File: src/rtl/window_sr_pkg.sv
// Shared defaults, constant clog2 and the p_out stage-slice macro for window_sr and its consumers.
`ifndef WINDOW_SR_PKG_SV
`define WINDOW_SR_PKG_SV

// Part-select for stage idx of a packed window of w-bit samples: bus[`WINDOW_SR_SLICE(idx, w)]
`define WINDOW_SR_SLICE(idx, w) ((idx)*(w)) +: (w)

package window_sr_pkg;

  localparam int DEF_WIDTH  = 8;
  localparam int DEF_DEPTH  = 3;
  localparam int DEF_STRIDE = 1;

  function automatic int clog2(input int value);
    int r;
    r = 0;
    while ((1 << r) < value) r = r + 1;
    return r;
  endfunction

endpackage

`endif

File: src/rtl/window_sr_stride_ctrl.sv
// Fill level and stride-phase tracking; strobe registered one cycle after the qualifying edge.
// Latency 1 cycle; no backpressure, idle cycles simply hold the phase.
module window_sr_stride_ctrl
  import window_sr_pkg::*;
#(
  parameter int DEPTH  = DEF_DEPTH,
  parameter int STRIDE = DEF_STRIDE,
  localparam int CW    = clog2(DEPTH + 1),
  localparam int SCW   = (STRIDE > 1) ? clog2(STRIDE) : 1
) (
  input  logic          clock,
  input  logic          reset,
  input  logic          shift,
  input  logic          clear,
  input  logic          load,
  output logic [CW-1:0] fill_count,
  output logic          window_valid,
  output logic          window_strobe
);

  logic [SCW-1:0] sc;
  logic [SCW-1:0] sc_next;
  logic [SCW-1:0] sc_wrap;
  logic [CW-1:0]  fill_next;
  logic           strobe_next;
  logic           full;

  assign full         = (fill_count == CW'(DEPTH));
  assign window_valid = full;
  assign sc_wrap      = (sc == SCW'(STRIDE - 1)) ? '0 : sc + 1'b1;

  always_comb begin
    fill_next   = fill_count;
    sc_next     = sc;
    strobe_next = 1'b0;
    if (clear) begin
      fill_next = '0;
      sc_next   = '0;
    end else if (load) begin
      fill_next   = CW'(DEPTH);
      sc_next     = '0;
      strobe_next = 1'b1;
    end else if (shift) begin
      if (full) begin
        // Once full, every STRIDE-th shift completes a fresh window
        sc_next     = sc_wrap;
        strobe_next = (sc_wrap == '0);
      end else begin
        fill_next = fill_count + 1'b1;
        if (fill_count == CW'(DEPTH - 1)) begin
          sc_next     = '0;
          strobe_next = 1'b1;
        end
      end
    end
  end

  always_ff @(posedge clock or negedge reset) begin
    if (!reset) begin
      fill_count    <= '0;
      sc            <= '0;
      window_strobe <= 1'b0;
    end else begin
      fill_count    <= fill_next;
      sc            <= sc_next;
      window_strobe <= strobe_next;
    end
  end

endmodule

File: src/rtl/window_sr.sv
// Parallel-out sliding-window shift register; sample visible in p_out one cycle after shift_en.
// Optional parallel load built only with WINDOW_SR_PLOAD_EN; no backpressure, shift_en gaps stall.
module window_sr
  import window_sr_pkg::*;
#(
  parameter int WIDTH  = DEF_WIDTH,
  parameter int DEPTH  = DEF_DEPTH,
  parameter int STRIDE = DEF_STRIDE,
  localparam int CW    = clog2(DEPTH + 1)
) (
  input  logic                   clock,
  input  logic                   reset,
  input  logic                   shift_en,
  input  logic [WIDTH-1:0]       shift_in,
  input  logic                   clear,
`ifdef WINDOW_SR_PLOAD_EN
  input  logic                   load_en,
  input  logic [DEPTH*WIDTH-1:0] load_data,
`endif
  output logic [WIDTH-1:0]       shift_out,
  output logic [DEPTH*WIDTH-1:0] p_out,
  output logic [CW-1:0]          fill_count,
  output logic                   window_valid,
  output logic                   window_strobe
);

  logic load;

`ifdef WINDOW_SR_PLOAD_EN
  assign load = load_en;
`else
  assign load = 1'b0;
`endif

  assign shift_out = p_out[`WINDOW_SR_SLICE(DEPTH - 1, WIDTH)];

  // Stage 0 lives in the low slice, so a left shift ages every stage by one
  always_ff @(posedge clock or negedge reset) begin
    if (!reset) begin
      p_out <= '0;
    end else if (clear) begin
      p_out <= '0;
`ifdef WINDOW_SR_PLOAD_EN
    end else if (load_en) begin
      p_out <= load_data;
`endif
    end else if (shift_en) begin
      p_out <= {p_out[(DEPTH-1)*WIDTH-1:0], shift_in};
    end
  end

  window_sr_stride_ctrl #(
    .DEPTH  (DEPTH),
    .STRIDE (STRIDE)
  ) u_stride_ctrl (
    .clock         (clock),
    .reset         (reset),
    .shift         (shift_en),
    .clear         (clear),
    .load          (load),
    .fill_count    (fill_count),
    .window_valid  (window_valid),
    .window_strobe (window_strobe)
  );

endmodule

File: config.mk
export PLATFORM = sky130hd
export DESIGN_NAME = window_sr
export DESIGN_NICKNAME = d
export VERILOG_FILES = /design/src/rtl/window_sr_pkg.sv /design/src/rtl/window_sr_stride_ctrl.sv /design/src/rtl/window_sr.sv
export SDC_FILE = /design/constraint.sdc
export NUM_CORES = 1
export LEC_CHECK = 0
export CORE_MARGIN = 4
export CORE_UTILIZATION = 46
export DETAILED_ROUTE_END_ITERATION = 10
export PLACE_DENSITY = 0.88
export SKIP_LAST_GASP = 1
export SLEW_MARGIN = 20
export SYNTH_ARGS = -nofsm -noshare
export SYNTH_HDL_FRONTEND = slang
export SYNTH_SLANG_ARGS = --single-unit
export TNS_END_PERCENT = 1
File: constraint.sdc
create_clock -name clock -period 2.85 [get_ports clock]
set_clock_uncertainty 0.15 [all_clocks]
set_input_delay 0.855 -clock clock [delete_from_list [all_inputs] [get_ports clock]]
set_output_delay 0.855 -clock clock [all_outputs]
set_load 0.005 [all_outputs]
# --- Word level (Yosys, flattened, before mapping) ---
# Cells that the tools add are included.
word_totals:
  regBits: 28
  word_cells: 28
classes:
  n_addsub: 2
  n_eq_ne: 3
  muxes: 14
  bitwise: 1
  reduce_logical: 4
op_table:
  columns: ["op", "n"]
  rows:
  - ["$mux W24", 2]
  - ["$mux W1", 9]
  - ["$mux W2", 3]
  - ["$eq A2 B2 Y1 const B", 2]
  - ["$reduce_and A2 Y1", 2]
  - ["$reduce_bool A3 Y1", 1]
  - ["$add A2 B1 Y2 const B", 1]
  - ["$ne A2 B2 Y1 const B", 1]
  - ["$reduce_bool A2 Y1", 1]
  - ["$add A1 B1 Y1 const B", 1]
  - ["$not A1 Y1", 1]

# --- Longest topological paths before layout ---
logic_depth:
  word_depth: 6
  mapped_depth: 4

# --- Hierarchy ---
# Synthesis repeated with hierarchy kept, for this count alone.
hier_totals:
  hier_cells: 102
  area_unflattened_um2: 1226.2
modules_own_cells:
  columns: ["mod", "n_inst", "cells_each", "area_each_um2", "seq_area_each_um2"]
  rows:
  - ["window_sr", 1, 86, 1053.5, 600.6]
  - ["window_sr_stride_ctrl", 1, 16, 172.7, 75.1]

# --- Worst setup path before layout ---
# Ideal clock, no wire load.
synth_timing:
  path_kind: "input -> register"
  start: "input shift_en"
  end: "register u_stride_ctrl.fill_count[0]"
  arrival_ps: 1440
  required_ps: 2575
  setup_slack_ps: 1135
  stages: 3
  path_cell_list: "buf_6 nor2b_4 mux2_4"
synth_via:
  elab_chain_cells: 2
synth_lines:
  columns: ["element", "line_no", "source"]
  rows:
  - ["start, declared", "window_sr.sv:13", "input logic shift_en,"]
  - ["$reduce_bool A2 Y1 (no source line)", null, null]
  - ["$reduce_and A2 Y1 (no source line)", null, null]
  - ["end signal, assigned", "window_sr_stride_ctrl.sv:64", "fill_count <= fill_next;"]
  - ["end, declared", "window_sr_stride_ctrl.sv:16", "output logic [CW-1:0] fill_count,"]
# No other way between the ends.
# A chain may end at the register's enable or synchronous reset.

# --- Worst setup path after layout ---
layout_timing:
  start: "register u_stride_ctrl.fill_count[0]"
  end: "output window_valid"
layout_via:
  elab_chain_cells: 1
layout_lines:
  columns: ["element", "line_no", "source"]
  rows:
  - ["$eq A2 B2 Y1", "window_sr_stride_ctrl.sv:28", "assign full = (fill_count == CW'(DEPTH));"]
  - ["end, declared", "window_sr.sv:23", "output logic window_valid,"]
# No other way between the ends.

==> flow_metrics.env <==
export IMPL_status="finished, final reports clean"
export IMPL_synth_edff_count=0
export IMPL_post_place_ws_ns=0.546
export IMPL_p_leak_nw=0.802
export IMPL_critPathTopFamily="buffers and inverters"
export IMPL_ys_seq_elements=27
export IMPL_die_w_um=59.6
export IMPL_synth_area_leader_cell="dfrtp_1"
export IMPL_post_dp_hpwl_mm=1.83
export IMPL_synth_compound_area_share_pct=0
export IMPL_row_count=18
export IMPL_io_buffers=47
export IMPL_yosysSeqAreaShare_pct=55.1
export IMPL_io_pins=48
export IMPL_cts_resized=0
export IMPL_grt_overflow_total=0
export IMPL_via_per_inst=4.91
export IMPL_worst_pin_slew_ns=0.402
export IMPL_yosysTopAreaCellShare_pct=55.1
export IMPL_synth_nets=115
export IMPL_htree_levels=1
export IMPL_synth_fa_ha_area_share_pct=2.04
export IMPL_core_area_um2=2500
export IMPL_synth_area_leaders="dfrtp_1 55%, mux2i_1 20%, nor2_1 8.3%"
export IMPL_cts_root_buf="clkbuf_4"
export IMPL_drt_iter0_markers=16
export IMPL_finalPower_uw=685
export IMPL_syn2layout_area_growth_pct=36.0
export IMPL_slowest_stage="clkdlybuf4s50_1"
export IMPL_numCtsBuffers=3
export IMPL_antenna_found_initial=0
export IMPL_wirelength_mm=2.48
export IMPL_clk_pin_slew_ns=0.13
export IMPL_avgSynthCellArea_um2=12.1
export IMPL_fin_tns_setup_ns=0
export IMPL_finalWorstSetupSlack_ns=0.296
export IMPL_dr_total_vias=840
export IMPL_critPathCaptureType="output port"
export IMPL_hold_violations=0
export IMPL_crit_arrival_ns=1.55
export IMPL_grt_setup_unrepaired="no"
export IMPL_synth_warnings=0
export IMPL_ys_dominant_reg_cell="dfrtp_1"
export IMPL_cp_num_buf_inv=1
export IMPL_synth_top_cells_by_count="27 x dfrtp_1, 27 x nor2_1, 24 x mux2i_1, 8 x buf_4, 3 x buf_2"
export IMPL_clkLatencyLatePin_ns=0.32
export IMPL_die_y_um=59.6
export IMPL_slowest_delay_ns=0.54
export IMPL_cts_sinks=27
export IMPL_cp_cell_sequence="ha_1, clkdlybuf4s50_1"
export IMPL_initial_core_util_pct=49.0
export IMPL_fin_cells=171
export IMPL_crit_required_ns=1.85
export IMPL_fmax_ghz=0.392
export IMPL_power_density_nw_per_um2=411
export IMPL_slew_violations=0
export IMPL_synth_top_family_by_area="multiplexers"
export IMPL_cts_hold_buf=0
export IMPL_wl_per_cell_um=14.5
export IMPL_max_slew_margin_pct=73.2
export IMPL_netlist_area_um2=1230
export IMPL_place_inst=167
export IMPL_synth_xor_area_share_pct=0
export IMPL_postRouteAntennaNets=0
export IMPL_worstPathMaxFanout=5
export IMPL_final_min_clock_period_ns=2.55
export IMPL_drc=0
export IMPL_place_area_um2=1640
export IMPL_syn_instance_count=101
export IMPL_cp_start_kind="flop"
export IMPL_grt_pass1_wl_mm=3.99
export IMPL_cts_tree="built"
export IMPL_track_usage_pct=15.1
export IMPL_cts_setup_buffers=0
export IMPL_ir_worst_vdd_v=0.000351
export IMPL_clock_path_buffers=2
export IMPL_yosys_area_share_simple_pct=11.0
export IMPL_r2r_slack_ns=1.42
export IMPL_diodes=0
export IMPL_grt_pass1_vias=849
export IMPL_gp_congestion=0.726
export IMPL_timing_max_cap_violations=0
export IMPL_finalSetupViolations=0
export IMPL_fin_nets=156
export IMPL_hold_path_class="reg2reg"
export IMPL_worstSetupPathType="reg2out"
export IMPL_design_area_um2=1670
export IMPL_muxShareOfSynthArea_pct=22.0
export IMPL_ys_types=13
export IMPL_fin_crit_sh_pct=89.6
export IMPL_grt_max_degree=28
export IMPL_firstDrtPassIters=4
export IMPL_async_flop_share_pct=100
export IMPL_drive_gt1_share_pct=7.09
export IMPL_die_area_um2=3560
per-stage QoR:
step | util, % | hold slack (ns)
finish | 66.7 | 0.414
detailed placement | 65.6 | 0.387
global placement | 65.6 | 0.374
CTS | 66.7 | 0.419
global route | 66.7 | 0.449
floorplan | - | 0.382
cells by family after synthesis:
group | Yosys count
multiplexers | 26
AND/OR/NAND/NOR | 31
buffers and inverters | 15
flip-flops | 27
adder cells (fa/ha/maj) | 2
sequential cells by signal (all words and copies together), names as in the netlist:
| name | count |
|---|---|
| p_out | 24 |
| u_stride_ctrl.fill_count | 2 |
| u_stride_ctrl.window_strobe | 1 |
tightest hold or removal path, cell delays in order, from the launching register on:
cell     delay, ns
dfrtp_1       0.39
mux2i_1       0.07
nor2_1        0.07
final cells by class:
class / count / area [µm²]
sequential: 27 / 676
multi-input combinational: 59 / 430
inverter: 1 / 3.75
clock buffer: 3 / 22.5
clock inverter: 1 / 5.00
tap: 30 / 37.5
timing repair buffer: 50 / 493
fill: 211 / 832
layer usage:
metal	GRT usage, %	up-vias	share of wire (%)
li1	-	399	-
met5	0	-	0
met3	4.14	2	6.1
met4	5.70	0	0.77
met2	25.6	30	51
met1	18.3	409	42
worst paths after layout:
kind                                             start                           to  cells past startpoint
min in group asynchronous                        reset                     p_out[1]                      2
hold reg to reg                              p_out[15]                    p_out[15]                      2
setup reg to reg           u_stride_ctrl.fill_count[0]  u_stride_ctrl.fill_count[0]                      3
setup / recovery           u_stride_ctrl.fill_count[0]                 window_valid                      2
max in group asynchronous                        reset                    p_out[23]                      2
hold / removal                               p_out[15]                    p_out[15]                      2
cells in the final DEF (no fill, tap or decap), drive strengths merged:
cell type / count
buf: 3
clkbuf: 3
clkdlybuf4s50: 47
clkinv: 1
dfrtp: 27
ha: 2
inv: 1
mux2: 2
mux2i: 24
nor2: 27
nor2b: 3
nor3b: 1
power breakdown:
part	leakage [nW]	switching, mW	internal [mW]	total, mW
clock network	0.0177	0.107	0.0525	0.160
logic	0.416	0.0456	0.0684	0.114
registers	0.368	0.0130	0.398	0.411
total	0.802	0.166	0.519	0.685
(Power assumes the default switching activity.)
